File: src/rtl/if_fetch.sv
// if_fetch: RV32I instruction-fetch stage that assembles each instruction from four byte reads.
// Revision 1.0
`default_nettype none

module if_fetch #(
  parameter logic [31:0] RESET_PC = 32'h0000_0000
) (
  input  logic        clk,
  input  logic        rst,
  input  logic        stall_i,
  input  logic        branch_flag_i,
  input  logic [31:0] branch_addr_i,
  input  logic        mem_busy_i,
  input  logic [7:0]  mem_din_i,
  output logic        mem_req_o,
  output logic [31:0] mem_a_o,
  output logic [31:0] pc_o,
  output logic [31:0] inst_o,
  output logic        inst_valid_o
);

  typedef enum logic [0:0] {
    FETCH = 1'b0,
    DONE  = 1'b1
  } state_t;

  state_t      state;
  state_t      state_nxt;
  logic [31:0] fetch_pc;
  logic [2:0]  issue_idx;
  logic [2:0]  recv_idx;
  logic        req_d;
  logic [7:0]  byte_buf [0:2];
  logic        capture_last;
  logic        accept;

  assign mem_a_o      = fetch_pc + {29'd0, issue_idx};
  // Reset is folded in so the request drops immediately, not at the next edge.
  assign mem_req_o    = !rst && (state == FETCH) && (issue_idx < 3'd4) && !mem_busy_i;
  assign capture_last = (state == FETCH) && req_d && (recv_idx == 3'd3);
  assign accept       = (state == DONE) && !stall_i;

  always_comb begin
    state_nxt = state;
    case (state)
      FETCH:   if (capture_last) state_nxt = DONE;
      DONE:    if (!stall_i)     state_nxt = FETCH;
      default:                   state_nxt = FETCH;
    endcase
  end

  always_ff @(posedge clk or posedge rst) begin
    if (rst) state <= FETCH;
    else     state <= state_nxt;
  end

  always_ff @(posedge clk or posedge rst) begin
    if (rst) begin
      fetch_pc     <= RESET_PC;
      issue_idx    <= 3'd0;
      recv_idx     <= 3'd0;
      req_d        <= 1'b0;
      byte_buf[0]  <= 8'h00;
      byte_buf[1]  <= 8'h00;
      byte_buf[2]  <= 8'h00;
      pc_o         <= 32'h0;
      inst_o       <= 32'h0;
      inst_valid_o <= 1'b0;
    end else begin
      // The returned byte always belongs to last cycle's request, so busy never blocks capture.
      req_d <= mem_req_o;
      if (state == FETCH) begin
        if (mem_req_o) issue_idx <= issue_idx + 3'd1;
        if (req_d) begin
          recv_idx <= recv_idx + 3'd1;
          if (capture_last) begin
            inst_o       <= {mem_din_i, byte_buf[2], byte_buf[1], byte_buf[0]};
            pc_o         <= fetch_pc;
            inst_valid_o <= 1'b1;
          end else begin
            byte_buf[recv_idx[1:0]] <= mem_din_i;
          end
        end
      end else if (accept) begin
        fetch_pc     <= branch_flag_i ? branch_addr_i : fetch_pc + 32'd4;
        issue_idx    <= 3'd0;
        recv_idx     <= 3'd0;
        inst_valid_o <= 1'b0;
      end
    end
  end

endmodule

`default_nettype wire

File: config.mk
export PLATFORM = sky130hd
export DESIGN_NAME = if_fetch
export DESIGN_NICKNAME = d
export VERILOG_FILES = /design/src/rtl/if_fetch.sv
export SDC_FILE = /design/constraint.sdc
export NUM_CORES = 1
export LEC_CHECK = 0
export ABC_AREA = 1
export BUFFER_PORTS_ARGS = -buffer_cell sky130_fd_sc_hd__buf_2
export CORE_UTILIZATION = 55
export DETAILED_ROUTE_END_ITERATION = 8
export GPL_ROUTABILITY_DRIVEN = 1
export HOLD_SLACK_MARGIN = 0.12
export PLACE_DENSITY_LB_ADDON = 0.12
export SLEW_MARGIN = 20
export SYNTH_ARGS = -nofsm -noshare
export SYNTH_HDL_FRONTEND = slang
export SYNTH_SLANG_ARGS = --single-unit
export TNS_END_PERCENT = 100
File: constraint.sdc
create_clock -name clk -period 5.5 [get_ports clk]
set_input_delay 0.825 -clock clk [delete_from_list [all_inputs] [get_ports clk]]
set_output_delay 0.825 -clock clk [all_outputs]
set_load 0.1 [all_outputs]
; ---- Word-level counts from Yosys, hierarchy flattened
; Index checks and enable logic that the tools add are counted.
[op_classes]
addsub = 4
magnitude_cmp = 3
n_eq_ne = 2
mux = 16
n_bitwise = 3
reduce_logical = 19
[ops]
columns = cell, n
row1 = 32-bit by 3-bit adder with 32-bit output, 1
row2 = 32-bit by 3-bit adder with 32-bit output (second input constant), 1
row3 = 32-bit two-way mux, 1
row4 = 24-bit bitwise mux, 1
row5 = 8-bit demux with 2-bit select, 1
row6 = 3-bit two-way mux, 5
row7 = 3-bit AND reduction, 3
row8 = 8-bit two-way mux, 1
row9 = 1-bit logical AND, 7
row10 = 3-bit by 1-bit adder with 3-bit output (second input constant), 2
row11 = 1-bit two-way mux, 6
row12 = 2-bit AND reduction, 3
row13 = 2-bit nonzero test, 3
row14 = 3-bit by 2-bit equality test with 1-bit output (second input constant), 1
row15 = 3-bit >= comparator (second input constant), 1
row16 = 1-bit zero test, 3
row17 = 3-bit by 1-bit less-than comparator with 1-bit output (second input constant), 1
row18 = 3-bit less-than comparator (second input constant), 1
row19 = 2-bit NOT with 3-bit output, 1
row20 = 2-bit by 1-bit inequality test with 1-bit output (second input constant), 1
row21 = 1-bit NOT, 2
row22 = 1-bit case mux with 2 select lines, 1
[totals]
register_bits = 129
inputBits = 45
output_inout_bits = 98
word_cells = 58

; ---- Longest topological paths before layout
[depth]
word_depth = 6
mapped_depth = 11
ltp_nobuf = 11

; ---- Worst setup path before layout
; OpenSTA, ideal clock, no wires.
[synth_timing]
kind = flip-flop to output port
startpoint = register fetch_pc[2]
endpoint = output mem_a_o[18]
arrival_ns = 2.882
t_required_ns = 4.675
slack_ns = 1.793
stages_incl_launch_ff = 8
cell_sequence = dfrtp_1 ha_1 nand2_1 a21oi_2 nand2_2 nor2_1 nand3_1 xor2_1
[synth_via]
elab_chain_cells = 1
[synth_lines]
columns = item, line_no
row1 = from (decl), 29  ; logic [31:0] fetch_pc;
row2 = from (signal assigned), 85  ; fetch_pc <= branch_flag_i ? branch_addr_i : fetch_pc + 32'd4;
row3 = 32-bit by 3-bit adder with 32-bit output, 37  ; assign mem_a_o = fetch_pc + {29'd0, issue_idx};
row4 = to (decl), 16  ; output logic [31:0] mem_a_o,
; No other way between the ends.

; ---- Worst setup path in the final report
[layout_timing]
startpoint = register fetch_pc[2]
endpoint = output mem_a_o[22]
; Same word-level chain as after synthesis.

==> run_results.csv <==
group,metric,value,unit
die,dieArea,12200,µm²
worst_hold_path,min_path_cells,2,
timing,clock_skew,0.00997,ns
route,viasPerCell,5.35,
die,ios,143,
die,start_util,0.565,
timing,timing.slew.headroom,0.335,
worst_hold_path,min_from,"inst_valid_o$_DFFE_PP0P_",
clocking,htreeDepth,4,
clocking,cts_resized,0,
final_layout,nets,970,
route,vias,5719,
placement,port_buffers,142,
clocking,cts_tree,"yes",
global_routing,grt_pass1_vias,5357,
synth,synth_nets,832,
critical_path,rr_worst_depth,7,
synth,synth_area,6450,µm²
route,drc,0,
synth,synth_cells,776,
critical_path,critPathMaxFanout,9,
clocking,post_cts_buffers,0,
die,core,11400,µm²
clocking,clk_latency,0.42,ns
placement,hpwl,12000,µm
clocking,clk_pin_slew,0.06,ns
worst_hold_path,hold_class,"reg2reg",
clocking,clock_sinks,129,
die,num_rows,39,
global_routing,grt_pass1_wl,26300,µm
final_layout,antenna_cells,0,
synth,yosysUniqueCellTypes,30,
die,die_y,110,µm
synth,ys_seq_area_frac,0.500,
global_routing,grt_max_degree,105,
final_layout,drive_gt1_frac,0.235,
critical_path,rr_endpoint,"fetch_pc[11]$_DFFE_PP0P_",
timing,worst_slew_pin_slew,0.998,ns
synth,synth_top_area_frac,0.500,
timing,report.final.slew_viol_count,0,
global_routing,track_usage,0.292,
critical_path,end_kind,"output port",
critical_path,worstSetupPathType,"reg2out",
synth,synthArstFlopShare,1.00,
global_routing,antenna_found_initial,0,
critical_path,startpoint,"fetch_pc[2]$_DFFE_PP0P_",
critical_path,cp.required,4.68,ns
critical_path,reg2reg_slack,2.80,ns
route,wl_per_cell,16.0,µm
placement,gp_congestion,0.947,
timing,setup_viol_count_final,0,
clocking,cts_made_buffers,17,
timing,fin_tns_setup,0,ns
synth,synth-edff-count,0,
synth,synth_area_leaders,"dfrtp_1 50%, nand2_1 15%, o21ai_0 6.0%, mux2_2 4.5%, xor2_1 4.3%",
critical_path,r2r-start,"state$_DFF_PP0_",
placement,place_inst,1038,
synth,synthTopCellsByCount,"263 x nand2_1, 129 x dfrtp_1, 78 x o21ai_0, 74 x inv_1, 52 x nor2_1",
route,drt_iter0_drc,411,
global_routing,grt-ovfl-total,0,
timing,rsz0062_at_grt,"no",
clocking,root_buffer,"clkbuf_16",
clocking,cts.path.max_buffers,2,
final_layout,fillCellCount,941,
route,first_pass_iters,5,
critical_path,cp-start-kind,"flip-flop",
synth,ys_seq_elements,129,
synth,yosysWarnings,0,
synth,synth.avg_cell_area,8.32,µm²
critical_path,arrival,2.94,ns
timing,finalCritPeriodShare,0.685,
final_layout,finalNonFillerCells,1069,
outcome,status,"finished, final reports clean",
timing,hold_violations,0,
route,ant_nets,0,
synth,synth.most_common_cell,"nand2_1",
timing,period_needed,3.77,ns
final_layout,syn2layout_area_growth,21.7,%
worst_hold_path,min_to,"inst_valid_o$_DFFE_PP0P_",
synth,synth_top_area_cell,"dfrtp_1",
synth,synth-main-ff-cell,"dfrtp_1",
clocking,hold_buffers,0,
timing,fmaxAchievable,265,MHz
flow_run,drv_cap,0,
die,die_w,110,µm
route,wirelength,17100,µm
==> critical path: stages, from the launching register on <==
cell and delay [ns]:
dfrtp_1 0.48, ha_1 0.41, nand2_1 0.08, a21oi_2 0.23, nand2_2 0.15, nor2_1 0.40, nand2_1 0.17, xor2_1 0.15
buf_2 0.44
==> cells in the final DEF, fill, tap and decap left out <==
cell	instances
buf_2	142
a21oi_2	1
nor2_1	52
a21oi_1	5
a22o_1	1
o211ai_1	5
clkinv_4	1
nand2_2	3
clkbuf_8	3
a31oi_1	5
ha_1	10
o21ai_0	78
o31ai_1	1
nand3_1	45
dfrtp_1	129
nand4_1	2
nor2_2	6
buf_4	2
nand2_4	1
inv_6	3
mux2_2	26
nor2_4	5
clkinv_2	1
inv_4	1
xor2_1	32
o221ai_1	1
o211a_1	1
bufinv_16	3
xnor2_1	1
clkbuf_16	17
fa_1	1
clkinvlp_4	3
o22ai_1	2
inv_1	73
o21bai_1	1
nor3_1	1
nand2_1	262
==> sequential cells by signal, indices dropped and copies added (netlist names) <==
| name | count |
|---|---|
| fetch_pc | 32 |
| issue_idx | 3 |
| pc_o | 32 |
| byte_buf | 24 |
| inst_o | 32 |
| recv_idx | 3 |
| req_d | 1 |
| inst_valid_o | 1 |
| state | 1 |
==> routing by layer <==
metal	vias up	routed length, µm	global-route usage
met4	0	494	0.139
li1	2741	-	-
met1	2715	7010	0.343
met2	222	8500	0.503
met5	-	0	0
met3	41	1130	0.0664
==> cell type report <==
type	instances	area, µm²	share of cell area
flip-flops and latches	129	3230	0.411
clock buffers	20	467	0.0594
clock inverters	11	153	0.0194
repair buffers	144	726	0.0924
multi-input cells	548	2820	0.359
well taps	143	179	0.0228
inverters	74	280	0.0357
==> metrics by stage <==
step | utilization | area [µm²] | setup WS (ns) | hold WS, ns
3_3_place_gp | 0.633 | 7230 | 2.33 | 0.461
6_report | 0.688 | 7850 | 1.73 | 0.472
4_1_cts | 0.688 | 7850 | 1.80 | 0.477
5_1_grt | 0.688 | 7850 | 1.62 | 0.501
3_5_place_dp | 0.633 | 7230 | 2.27 | 0.461
2_1_floorplan | - | 6450 | 1.23 | 0.449
==> cell families after synthesis <==
family          synth area share
flops                      0.500
buf+inv                   0.0642
fa+ha+maj                 0.0225
xor+xnor                  0.0448
simple gates               0.238
mux                       0.0454
compound gates            0.0849
==> worst max path at each step <==
stage / endpoint / slack, ns / cells after the start
2_1_floorplan: byte_buf[0]$_DFFE_PP0P_ / 1.23 / 1
4_1_cts: mem_a_o[22] / 1.80 / 8
5_1_grt: mem_a_o[23] / 1.62 / 10
6_report: mem_a_o[22] / 1.73 / 8
3_3_place_gp: mem_a_o[22] / 2.33 / 8
3_5_place_dp: mem_a_o[22] / 2.27 / 8
Power is not shown: default switching activity piles up to over one toggle a cycle in this logic, so the estimate is an artifact.
